## src/rtl/sd_cmd_framer.sv

```systemverilog
// rtl/sd_cmd_framer.sv - SD SPI command framer: CRC7 build, byte push, R1 poll, trailing fill byte
module sd_cmd_framer #(
    parameter int unsigned RESP_POLL_MAX = 8,
    parameter logic [7:0]  FILL_BYTE     = 8'hFF
) (
    input  logic        CLK50,
    input  logic        RST,
    input  logic        CMD_STB,
    input  logic [5:0]  CMD_IDX,
    input  logic [31:0] CMD_ARG,
    output logic        CMD_BUSY,
    output logic        RESP_VALID,
    output logic [7:0]  RESP_R1,
    output logic        RESP_TIMEOUT,
    output logic        CS_N,
    output logic        BYTE_REQ,
    output logic [7:0]  BYTE_TX,
    input  logic        BYTE_DONE,
    input  logic [7:0]  BYTE_RX
);

    localparam logic [2:0] S_IDLE  = 3'd0;
    localparam logic [2:0] S_LOAD  = 3'd1;
    localparam logic [2:0] S_SEND  = 3'd2;
    localparam logic [2:0] S_POLL  = 3'd3;
    localparam logic [2:0] S_TRAIL = 3'd4;
    localparam logic [2:0] S_DONE  = 3'd5;

    localparam logic [7:0] POLL_LAST = 8'(RESP_POLL_MAX - 1);

    logic [2:0]  state_q,    state_d;
    logic [39:0] frame_q,    frame_d;
    logic [6:0]  crc_q,      crc_d;
    logic [5:0]  bit_cnt_q,  bit_cnt_d;
    logic [2:0]  byte_idx_q, byte_idx_d;
    logic [7:0]  poll_cnt_q, poll_cnt_d;
    logic        req_q,      req_d;
    logic        pend_q,     pend_d;
    logic [7:0]  tx_q,       tx_d;
    logic        cs_n_q,     cs_n_d;
    logic [7:0]  r1_q,       r1_d;
    logic        tmo_q,      tmo_d;
    logic        done_ok;

    function automatic logic [6:0] crc7_step(input logic [6:0] c, input logic b);
        logic fb;
        fb = c[6] ^ b;
        return {c[5:0], 1'b0} ^ (fb ? 7'h09 : 7'h00);
    endfunction

    function automatic logic [7:0] frame_byte(input logic [2:0] idx,
                                              input logic [39:0] f,
                                              input logic [6:0] c);
        logic [7:0] b;
        case (idx)
            3'd0:    b = f[39:32];
            3'd1:    b = f[31:24];
            3'd2:    b = f[23:16];
            3'd3:    b = f[15:8];
            3'd4:    b = f[7:0];
            default: b = {c, 1'b1};
        endcase
        return b;
    endfunction

    // A completion only counts once its request pulse has gone by.
    assign done_ok = BYTE_DONE & pend_q & ~req_q;

    always_comb begin
        state_d    = state_q;
        frame_d    = frame_q;
        crc_d      = crc_q;
        bit_cnt_d  = bit_cnt_q;
        byte_idx_d = byte_idx_q;
        poll_cnt_d = poll_cnt_q;
        req_d      = 1'b0;
        pend_d     = pend_q;
        tx_d       = tx_q;
        cs_n_d     = cs_n_q;
        r1_d       = r1_q;
        tmo_d      = tmo_q;
        case (state_q)
            S_IDLE: begin
                if (CMD_STB) begin
                    frame_d    = {2'b01, CMD_IDX, CMD_ARG};
                    crc_d      = 7'd0;
                    bit_cnt_d  = 6'd0;
                    byte_idx_d = 3'd0;
                    poll_cnt_d = 8'd0;
                    cs_n_d     = 1'b0;
                    state_d    = S_LOAD;
                end
            end
            S_LOAD: begin
                crc_d     = crc7_step(crc_q, frame_q[6'd39 - bit_cnt_q]);
                bit_cnt_d = bit_cnt_q + 6'd1;
                if (bit_cnt_q == 6'd39) begin
                    req_d   = 1'b1;
                    pend_d  = 1'b1;
                    tx_d    = frame_q[39:32];
                    state_d = S_SEND;
                end
            end
            S_SEND: begin
                if (done_ok) begin
                    req_d = 1'b1;
                    if (byte_idx_q == 3'd5) begin
                        tx_d    = FILL_BYTE;
                        state_d = S_POLL;
                    end else begin
                        byte_idx_d = byte_idx_q + 3'd1;
                        tx_d       = frame_byte(byte_idx_q + 3'd1, frame_q, crc_q);
                    end
                end
            end
            S_POLL: begin
                if (done_ok) begin
                    req_d      = 1'b1;
                    tx_d       = FILL_BYTE;
                    poll_cnt_d = poll_cnt_q + 8'd1;
                    if (!BYTE_RX[7]) begin
                        r1_d    = BYTE_RX;
                        tmo_d   = 1'b0;
                        state_d = S_TRAIL;
                    end else if (poll_cnt_q == POLL_LAST) begin
                        r1_d    = 8'hFF;
                        tmo_d   = 1'b1;
                        state_d = S_TRAIL;
                    end
                end
            end
            S_TRAIL: begin
                if (done_ok) begin
                    pend_d  = 1'b0;
                    cs_n_d  = 1'b1;
                    state_d = S_DONE;
                end
            end
            S_DONE:  state_d = S_IDLE;
            default: state_d = S_IDLE;
        endcase
    end

    always_ff @(posedge CLK50 or posedge RST) begin
        if (RST) begin
            state_q    <= S_IDLE;
            frame_q    <= '0;
            crc_q      <= '0;
            bit_cnt_q  <= '0;
            byte_idx_q <= '0;
            poll_cnt_q <= '0;
            req_q      <= 1'b0;
            pend_q     <= 1'b0;
            tx_q       <= 8'hFF;
            cs_n_q     <= 1'b1;
            r1_q       <= 8'hFF;
            tmo_q      <= 1'b0;
        end else begin
            state_q    <= state_d;
            frame_q    <= frame_d;
            crc_q      <= crc_d;
            bit_cnt_q  <= bit_cnt_d;
            byte_idx_q <= byte_idx_d;
            poll_cnt_q <= poll_cnt_d;
            req_q      <= req_d;
            pend_q     <= pend_d;
            tx_q       <= tx_d;
            cs_n_q     <= cs_n_d;
            r1_q       <= r1_d;
            tmo_q      <= tmo_d;
        end
    end

    assign CS_N         = cs_n_q;
    assign BYTE_REQ     = req_q;
    assign BYTE_TX      = tx_q;
    assign RESP_R1      = r1_q;
    assign RESP_TIMEOUT = tmo_q;
    assign CMD_BUSY     = (state_q != S_IDLE);
    assign RESP_VALID   = (state_q == S_DONE);

endmodule

```

## config.mk

```make
export PLATFORM = sky130hd
export DESIGN_NAME = sd_cmd_framer
export DESIGN_NICKNAME = d
export VERILOG_FILES = /design/src/rtl/sd_cmd_framer.sv
export SDC_FILE = /design/constraint.sdc
export NUM_CORES = 1
export LEC_CHECK = 0
export CORE_ASPECT_RATIO = 1.1
export CORE_MARGIN = 2
export CORE_UTILIZATION = 55
export DETAILED_ROUTE_END_ITERATION = 10
export DONT_BUFFER_PORTS = 1
export PLACE_DENSITY = 0.83
export SYNTH_ARGS = -nofsm -noshare
export SYNTH_HDL_FRONTEND = slang
export SYNTH_SLANG_ARGS = --single-unit
```

## constraint.sdc

```tcl
create_clock -name CLK50 -period 2.8 [get_ports CLK50]
set_input_delay 0.56 -clock CLK50 [delete_from_list [all_inputs] [get_ports CLK50]]
set_output_delay 0.56 -clock CLK50 [all_outputs]
set_load 0.1 [all_outputs]
```

* After elaboration in Yosys (flattened, before gate mapping)
Cells that the tools add are included.
** Storage, ports and cells
- Register bits :: 86
- Input port bits :: 50
- Output and inout bits :: 21
** Cells by class
- $add $sub $neg :: 4
- Order comparisons :: 1
- Eq/ne operators :: 21
- Mux-type cells :: 42
- Bitwise gates (word level) :: 5
- Reductions and logical operators :: 19
** Operators by type and width (count)
- 8-bit two-way mux :: 8
- 8-bit one-hot mux with 5 select lines :: 1
- 3-bit two-way mux :: 11
- 8-bit one-hot mux with 3 select lines :: 1
- 8-bit one-hot mux with 2 select lines :: 1
- 3-bit one-hot mux with 5 select lines :: 1
- 2-bit != test, second input constant :: 7
- 7-bit one-hot mux with 2 select lines :: 1
- 3-bit by 2-bit == test with 1-bit output, second input constant :: 4
- 3-bit == test, second input constant :: 4
- 6-bit one-hot mux with 2 select lines :: 1
- 3-bit AND reduction :: 4
- 2-bit nonzero test :: 5
- 1-bit two-way mux :: 9
- 8-bit by 1-bit adder with 8-bit output, second input constant :: 1
- 8-bit by 3-bit == test with 1-bit output, second input constant :: 1
- 4-bit AND reduction :: 2
- 6-bit by 7-bit less-than comparator with 1-bit output, second input constant :: 1
- 7-bit two-way mux :: 1
- 7-bit AND reduction :: 1
- 7-bit by 4-bit bitwise XOR with 7-bit output :: 1
- 6-bit by 1-bit adder with 6-bit output, second input constant :: 1
- 1-bit binary-select mux with 6-bit select :: 1
- 3-bit by 1-bit == test with 1-bit output, second input constant :: 2
- 16 further kinds :: 22

* Logic depth before layout (Yosys ltp)
- Depth in word-level cells :: 7
- Gate-level depth with buffers :: 9
- Mapped depth without buffers :: 8

* Least setup slack after synthesis
OpenSTA, ideal clock, no wires.
- Path type :: register to output
- Start point :: register state_q[1]
- End point :: output port RESP_VALID
- Arrival :: 2021 ps
- Setup slack :: 219 ps
- Cell stages (with the launch flop) :: 4
- Path buffers :: 1
- Cells stage by stage :: dfrtp_1 > clkbuf_1 > nand2b_1 > nor2_1
** Between the ends
- Word-level cells in the longest chain between the ends :: 1
** RTL lines
- start: declaration :: line 31 : logic [2:0] state_q, state_d;
- start signal: assignment :: line 159 : state_q <= state_d;
- 3-bit == test :: line 180 : assign RESP_VALID = (state_q == S_DONE);
- end: declaration :: line 12 : output logic RESP_VALID,
Every way passes these cells.

* Final worst setup path
- Start point :: register state_q[2]
- End point :: output port CMD_BUSY
** Between the ends
- Word-level cells in the longest chain between the ends :: 1
** RTL lines
- 3-bit nonzero test :: line 179 : assign CMD_BUSY = (state_q != S_IDLE);
- end: declaration :: line 11 : output logic CMD_BUSY,
Every way passes these cells.

==> metrics <==
Die X=89.5 um; CTS tree=built; number of synthesis warnings=0; CP Launch Type=flip-flop; post-synthesis register bit count=86; FILL cells=632; n_diodes=0; Final Setup Violations=0; initial DRC count=335; worst r2r src=bit_cnt_q[1]; Synth-to-Final Area Change=7.01%; critical path class=flip-flop to primary output; number of H-tree levels=3; initial antenna violation count=0; post_cts resized=0; CTS Hold Bufs=0; largest net degree at the start of global routing=45; PortBufs=0; Worst Path Arrival=about 1.8 ns; WL/cell=between 15 and 20 um; max cap viols=0; core area=0.00787 mm2; layout cells sized above 1=~24%; dpl ws=0.525 ns; minimum clock period=2.33 ns; cell with the most instances after synthesis=dfrtp_1; Slew headroom=39.2%; Post-synth EDFFs=0; Leak=0.00199 uW; Fin. Hold Viols=0; reg2reg setup slack=approximately 0.51 ns; maximum clock path buffer count=2; Initial Utilization=56.2%; ys flop type=dfrtp_1; Rows=34; Post-synth ARST share=100%; share of Yosys cell area claimed by the top area cell type=between 30% and 40%; Cell Area, Synth=0.00443 mm2; top cells by area, synth=dfrtp_1 39%, mux2_2 12%, dfstp_2 10%, nand2_1 3.1%, ha_1 2.5%; GRT Total Usage=23.0%; final worst clock skew=0.00922 ns; CTS Buf Count=9; Final period util=83.2%; CP Max Fanout=14; # clock sinks=86; Required @ worst endpoint=between 2 and 2.5 ns; worst r2r path cells=5; layout net count=451; Hold Crit Class=primary input to async pin; Worst Setup SP=state_q[2]; PwrDens=between 1000 and 1500 mW/mm2; met1 Use GR=32.5%; Max VDD drop=0.709 mV; vias in the first global route=3060; final wirelength=9400 um; drt pass-1 iters=5; first-pass GRT wire length=between 15000 and 20000 um; dpl hpwl=6840 um; vias post-DR=about 3200; status=finished clean; Syn Nets=454; DRC viols=0; Worst-Skew Late Latency=0.37 ns; RSZ-0062 raised after global routing=false; die footprint=0.00878 mm2; Die Ht=98.1 um; syn_area_per_cell=between 10 and 15 um2; register area share after synthesis=49.1%; Antenna Nets Post-Route=0; FMAX=429 MHz; Final Max Tran Viols=0; TNS Setup=0 ns; root buffer cell=clkbuf_8; total gr overflow=0; Worst-Margin Slew=0.911 ns; Most Used Layer, Global Route=met2; endpoint type of the worst setup path=primary output; Via density=6.31; Clock Pin Slew Worst Setup and Hold Paths=0.09 ns; Post-CTS Setup Inserts=0; grt met2 use=34.2%; Ports=71; Reg-to-Reg End=BYTE_TX[0]; Yosys cell types=54; met3 Usage GRT=under 10%; fin worst setup slack=0.469 ns; commonest cells in the netlist=69 x dfrtp_1, 48 x mux2_2, 36 x nand2_1; GPL Wtd Cong=0.994; Post-Syn Instances=395; top cell type by total area after synthesis=dfrtp_1
==> sequential cells by signal, indices dropped and copies added, names as in the netlist <==
signal	count
BYTE_REQ	1
pend_q	1
CS_N	1
RESP_TIMEOUT	1
poll_cnt_q	8
BYTE_TX	8
crc_q	7
byte_idx_q	3
state_q	3
RESP_R1	8
frame_q	39
bit_cnt_q	6
==> stage by stage <==
step | instance area, um2 | util, % | total power [uW] | instances | hold WS [ns]
2_1_floorplan | 4430 | - | 5190 | 395 | 0.460
5_1_grt | 4740 | 60.2 | 7060 | 505 | 0.240
3_5_place_dp | 4530 | 57.5 | 5770 | 489 | 0.500
4_1_cts | 4740 | 60.2 | 6680 | 505 | 0.195
6_report | 4740 | 60.2 | 6690 | 505 | 0.176
3_3_place_gp | 4530 | 57.5 | 5670 | 489 | 0.496
==> cell type report <==
cell class                 instances  area [um2]  area share [%]
sequential                        86        2170            45.9
multi-input combinational        271        2090            44.0
clock buffer                      10         138            2.91
tap                              108         135            2.85
timing repair buffer               8        72.6            1.53
clock inverter                     6        70.1            1.48
inverter                          16        61.3            1.29
==> power breakdown <==
part | internal [uW] | leakage [uW] | total, uW | switching [uW]
Sequential | 1900 | 0.00103 | 3470 | 1570
Clock | 441 | 0.0000951 | 899 | 458
Combinational | 1140 | 0.000861 | 2320 | 1180
==> routing by layer <==
metal / wire length, um / up-vias
met1: 3870 / 1568
li1: - / 1440
met5: 0 / -
met2: 4560 / 149
met3: 668 / 28
met4: 303 / 0
==> cell usage in the layout (no fill, tap or decap), types with 3 or more instances in the layout <==
cell and instances:
nor3b_1 3, nand2_1 36, xnor2_1 6, inv_1 15
xor2_1 7, o21ai_0 19, a221oi_1 3, ha_1 9
a22o_1 4, o2111ai_1 3, buf_4 7, and3_1 3
nand4_1 3, mux2i_1 7, nor3_1 4, dfrtp_1 69
a211oi_1 3, clkbuf_8 10, a222oi_1 4, nand2b_1 6
a21oi_1 14, nor2_1 19, dfstp_2 17, o22a_1 7
nor2b_1 3, clkinvlp_4 3, mux2_2 48, o211ai_1 6
mux4_1 4, nand3_1 17
==> how the worst max path moves through the flow <==
| stage | to | slack [ns] | cells after the start |
|---|---|---|---|
| after floorplan | BYTE_REQ | 0.05 | 1 |
| after global placement | BYTE_TX[0] | 0.64 | 5 |
| after detailed placement | BYTE_TX[0] | 0.52 | 5 |
| after CTS | CMD_BUSY | 0.47 | 2 |
| after global routing | BYTE_TX[4] | 0.35 | 8 |
| final | CMD_BUSY | 0.47 | 2 |
==> critical path, stage by stage, from the launching register on <==
cell     delay [ns]
dfrtp_1        0.60
nor3_1         0.15
inv_1          0.65
==> cells by family (layout without fill, tap and decap cells) <==
kind of cell	Yosys count	in the layout	synth area share, %
DFF	86	86	49.1
xor gates and xnor gates	13	13	2.57
muxes	61	61	17.2
buffers and inverters	38	40	3.84
and+or+nand+nor	103	103	11.1
AOI/OAI and AO/OA	85	85	13.6
adders and majority gates	9	9	2.54
Note: power is estimated with default switching activity, not from simulation.
